File: config.mk
export PLATFORM = sky130hd
export DESIGN_NAME = hazard_ctrl
export DESIGN_NICKNAME = d
export VERILOG_FILES = /design/src/rtl/hazard_ctrl.sv
export SDC_FILE = /design/constraint.sdc
export NUM_CORES = 1
export LEC_CHECK = 0
export CAP_MARGIN = 5
export CORE_UTILIZATION = 45
export CTS_BUF_LIST = sky130_fd_sc_hd__clkbuf_8
export DETAILED_ROUTE_END_ITERATION = 16
export HOLD_SLACK_MARGIN = 0.02
export PLACE_DENSITY = 0.88
export SLEW_MARGIN = 30
export SYNTH_ARGS = -nofsm -noshare
export SYNTH_HDL_FRONTEND = slang
export SYNTH_SLANG_ARGS = --single-unit
File: constraint.sdc
create_clock -name clk -period 2.45 [get_ports clk]
set_clock_uncertainty 0.1 [all_clocks]
set_input_delay 0.49 -clock clk [delete_from_list [all_inputs] [get_ports clk]]
set_output_delay 0.49 -clock clk [all_outputs]
set_load 0.03 [all_outputs]
File: src/rtl/hazard_ctrl.sv
`default_nettype none
// ============================================================================
//  Module      : hazard_ctrl
//  Description : Pipeline stall/flush controller with a mult/div occupancy FSM.
//  Revision    : 1.0 - initial release
// ============================================================================
module hazard_ctrl #(
    parameter int REG_ADDR_W = 5,
    parameter int MUL_CYCLES = 4,
    parameter int DIV_CYCLES = 32,
    parameter int CNT_W      = 6
) (
    input  logic                  clk,
    input  logic                  rst,
    input  logic [REG_ADDR_W-1:0] id_rs,
    input  logic [REG_ADDR_W-1:0] id_rt,
    input  logic                  id_md_use,
    input  logic [REG_ADDR_W-1:0] ex_rd,
    input  logic                  ex_mem_read,
    input  logic                  ex_md_start,
    input  logic                  ex_md_is_div,
    input  logic                  ex_branch_taken,
    input  logic                  imem_stall,
    input  logic                  dmem_stall,
    input  logic                  exc_flush,
    output logic                  stall_pc,
    output logic                  stall_if_id,
    output logic                  stall_id_ex,
    output logic                  stall_ex_mem,
    output logic                  flush_if_id,
    output logic                  flush_id_ex,
    output logic                  flush_ex_mem,
    output logic                  md_busy,
    output logic                  md_done
);

    localparam logic [1:0]       c_st_idle  = 2'd0;
    localparam logic [1:0]       c_st_run   = 2'd1;
    localparam logic [1:0]       c_st_done  = 2'd2;

    localparam logic [CNT_W-1:0] c_mul_load = CNT_W'(MUL_CYCLES - 1);
    localparam logic [CNT_W-1:0] c_div_load = CNT_W'(DIV_CYCLES - 1);
    localparam logic [CNT_W-1:0] c_cnt_one  = CNT_W'(1);
    localparam logic [CNT_W-1:0] c_cnt_zero = '0;

    logic [1:0]       r_state;
    logic [CNT_W-1:0] r_cnt;

    logic [CNT_W-1:0] w_load;
    logic             w_lu_haz;
    logic             w_md_haz;

    assign w_load = ex_md_is_div ? c_div_load : c_mul_load;

    // The counter deliberately ignores dmem_stall: the unit keeps computing
    // while the memory stage waits.
    always_ff @(posedge clk or posedge rst) begin
        if (rst) begin
            r_state <= c_st_idle;
            r_cnt   <= c_cnt_zero;
        end else if (exc_flush) begin
            r_state <= c_st_idle;
            r_cnt   <= c_cnt_zero;
        end else begin
            case (r_state)
                c_st_idle: begin
                    if (ex_md_start) begin
                        r_state <= c_st_run;
                        r_cnt   <= w_load;
                    end
                end
                c_st_run: begin
                    if (r_cnt != c_cnt_zero) begin
                        r_cnt <= r_cnt - c_cnt_one;
                    end else begin
                        r_state <= c_st_done;
                    end
                end
                c_st_done: begin
                    if (ex_md_start) begin
                        r_state <= c_st_run;
                        r_cnt   <= w_load;
                    end else begin
                        r_state <= c_st_idle;
                    end
                end
                default: begin
                    r_state <= c_st_idle;
                    r_cnt   <= c_cnt_zero;
                end
            endcase
        end
    end

    assign w_lu_haz = ex_mem_read && (ex_rd != '0) &&
                      ((ex_rd == id_rs) || (ex_rd == id_rt));

    // A start seen in EX already occupies the unit for the ID instruction.
    assign w_md_haz = id_md_use &&
                      ((r_state == c_st_run) || ((r_state == c_st_idle) && ex_md_start));

    always_comb begin
        stall_pc     = 1'b0;
        stall_if_id  = 1'b0;
        stall_id_ex  = 1'b0;
        stall_ex_mem = 1'b0;
        flush_if_id  = 1'b0;
        flush_id_ex  = 1'b0;
        flush_ex_mem = 1'b0;
        if (!rst) begin
            if (exc_flush) begin
                flush_if_id  = 1'b1;
                flush_id_ex  = 1'b1;
                flush_ex_mem = 1'b1;
            end else if (dmem_stall) begin
                stall_pc     = 1'b1;
                stall_if_id  = 1'b1;
                stall_id_ex  = 1'b1;
                stall_ex_mem = 1'b1;
            end else if (ex_branch_taken) begin
                // PC must load the redirect target even if fetch is stalled.
                flush_if_id  = 1'b1;
                flush_id_ex  = 1'b1;
            end else if (w_lu_haz || w_md_haz) begin
                stall_pc     = 1'b1;
                stall_if_id  = 1'b1;
                flush_id_ex  = 1'b1;
            end else if (imem_stall) begin
                stall_pc     = 1'b1;
                flush_if_id  = 1'b1;
            end
        end
    end

    assign md_busy = !rst && (r_state == c_st_run);
    assign md_done = !rst && (r_state == c_st_done);

endmodule
`default_nettype wire

==> results.json <==
{
  "wirelength_mm": 2.19,
  "powerDensity_nw_per_um2": 475,
  "drc": 0,
  "synth_cell_types": 30,
  "cts_buffers": 3,
  "cts_tree": "done",
  "min_path_cells": 2,
  "post_cts_buffers": 0,
  "multi_input_area_sq_um": 561,
  "dieArea_sq_um": 1800,
  "antenna_cells": 0,
  "p_clk_frac": 0.280,
  "ioPinCount": 34,
  "hold_viol_final": 0,
  "fp.dieH_um": 42.4,
  "htree_levels": 1,
  "final_util": 0.764,
  "cp_max_fo": 4,
  "grt_max_degree": 10,
  "min_period_ns": 2.41,
  "antenna_found_initial": 0,
  "p_seq_frac": 0.297,
  "cts.path.max_buffers": 2,
  "synthCells": 91,
  "grt_pass1_wl_mm": 3.57,
  "timing.final.crit_share": 0.982,
  "gp_congestion": 0.927,
  "drive_above_1_share": 0.318,
  "cts_root_buf": "clkbuf_8",
  "yosysWarnings": 0,
  "regArea_sq_um": 200,
  "synth_top_cell_area_share": 0.273,
  "placed_cell_area_sq_um": 1110,
  "leakage_nw": 0.521,
  "die_x_um": 42.4,
  "clk_pin_slew_ns": 0.04,
  "num_vias": 808,
  "slew_headroom": 0.811,
  "maxCapViolations": 0,
  "grt_pass1_vias": 797,
  "syn_nets": 118,
  "tightest_slew_ns": 0.283,
  "nFillCells": 106,
  "critPathKind": "in -> out",
  "switchingPower_mw": 0.190,
  "status": "finished, final reports clean",
  "firstDrtPassIters": 4,
  "p_int_mw": 0.362,
  "start_kind": "input port",
  "hp-class": "reg -> reg",
  "r2r_cells": 6,
  "vias_per_cell": 5.46,
  "setup_violations": 0,
  "final_antenna_net_count": 0,
  "slew_viol_final": 0,
  "initial_utilization": 0.482,
  "required_ns": 1.86,
  "cp.arrival_ns": 1.82,
  "drtIter0Drc": 43,
  "grt-ovfl-total": 0,
  "clk_latency_ns": 0.23,
  "pwr-share-comb": 0.423,
  "reg2reg_slack_ns": 0.72,
  "ir_drop_mv": 0.657,
  "power.total_mw": 0.553,
  "synth-seq-cells": 8,
  "synthesis.area_sq_um": 734,
  "switching_share": 0.344,
  "final_cell_area_sq_um": 1160,
  "final_nets": 161,
  "portBuffers": 33,
  "clock-sinks": 8,
  "core_sq_um": 1520,
  "yosysTopAreaCell": "dfrtp_1",
  "max_freq_mhz": 416,
  "end_kind": "output port",
  "ys_seq_area_frac": 0.273,
  "avgSynthCellArea_sq_um": 8.07,
  "netlist_top_cells_area": "dfrtp_1 27%, xnor2_1 8.3%, nor2_1 7.7%, a21oi_1 6.1%, nor3_1 4.8%",
  "hpwl_mm": 1.71,
  "grtUsageTotal": 0.259,
  "wire_per_inst_um": 14.8,
  "area_growth_pct": 58.4,
  "num_rows": 14
}
-- critical path, stage by stage --
cell	delay (ns)
clkdlybuf4s15_1	0.20
xnor2_2	0.14
nand3_1	0.11
nor3_2	0.24
o221ai_4	0.16
a221o_1	0.33
buf_6	0.14
-- cell usage after synthesis --
master     number
a31oi_1         1
a2111oi_2       1
o221ai_1        1
nor3_1          7
nor3b_2         1
and3_1          3
nor3b_1         1
nand3_2         1
nor3_4          1
xnor2_1         7
o21ai_1         3
clkbuf_1        1
a21oi_1         9
buf_4           1
nor2_1         15
a41oi_4         1
or2b_1          1
or4_1           1
inv_1           4
nand2_1         3
o211ai_1        1
and2b_4         1
dfrtp_1         8
o21ai_0         5
a221o_1         1
inv_2           1
nand3_1         3
xor2_1          4
and2b_1         2
ha_1            2
-- layout make-up --
type,count,share of cell area
sequential,8,0.172
timing repair buffer,40,0.277
multi-input combinational,76,0.482
clock buffer,3,0.0355
inverter,5,0.0161
tap,16,0.0172
-- per-layer routing --
layer	vias to the layer above	track usage	wire length (um)	part of all wire
met3	2	0.0560	117	0.054
met2	25	0.483	1260	0.57
met5	-	0	0	0
li1	409	-	-	-
met1	372	0.303	784	0.36
met4	0	0.0438	28	0.013
-- final timing paths --
| check | to | startpoint |
|---|---|---|
| max | flush_if_id | id_rt[4] |
| min | r_cnt[1] | r_cnt[1] |
| max reg2reg | r_cnt[5] | r_state[0] |
| min reg2reg | r_cnt[1] | r_cnt[1] |
| max in group asynchronous | r_cnt[2] | rst |
| min in group asynchronous | r_cnt[5] | rst |
-- flip-flops by register name (all words and copies together) (netlist names) --
name,cells
r_state,2
r_cnt,6
-- logic make-up after synthesis --
logic type,share of synthesized area
AND/OR/NAND/NOR,0.303
flip-flops,0.273
buffers and inverters,0.0409
AO/OA/AOI/OAI,0.218
XOR/XNOR,0.131
adder cells (fa/ha/maj),0.0341
-- layout by cell type (no fill, tap or decap), drive strengths merged, types with 4 or more instances in the layout --
cell type      Yosys  routed
buf                1      19
nor2              15      15
a21oi              9       9
clkdlybuf4s50      0       9
dfrtp              8       8
nor3               8       8
o21ai              8       8
clkbuf             1       8
xnor2              7       7
inv                5       5
xor2               4       4
dlygate4sd2        0       4
nand3              4       4
-- stage by stage --
stage | setup TNS (ns) | std cells | hold slack [ns] | setup WS [ns]
global placement | -0.989 | 145 | 0.462 | -0.305
detailed placement | -1.18 | 145 | 0.461 | -0.368
global route | -0.00857 | 148 | 0.501 | -0.00857
finish | 0 | 148 | 0.477 | 0.0435
floorplan | 0 | 91 | 0.211 | 0.0460
CTS | 0 | 148 | 0.472 | 0.00257
-- power by group through the flow --
stage / Combinational [mW] / Sequential [mW] / Clock [mW]
2_1_floorplan: 0.138 / 0.162 / 0
3_3_place_gp: 0.222 / 0.165 / 0
3_5_place_dp: 0.229 / 0.166 / 0
4_1_cts: 0.233 / 0.164 / 0.156
5_1_grt: 0.255 / 0.167 / 0.163
6_report: 0.234 / 0.164 / 0.155
-- what timing repair did --
action | CTS | global route
hold buffers | 0 | 0
endpoints found under the setup margin | 4 | 1
pin swaps | 12 | 12
gates resized for setup | 35 | 12
Note: power is estimated with default switching activity, not from simulation.
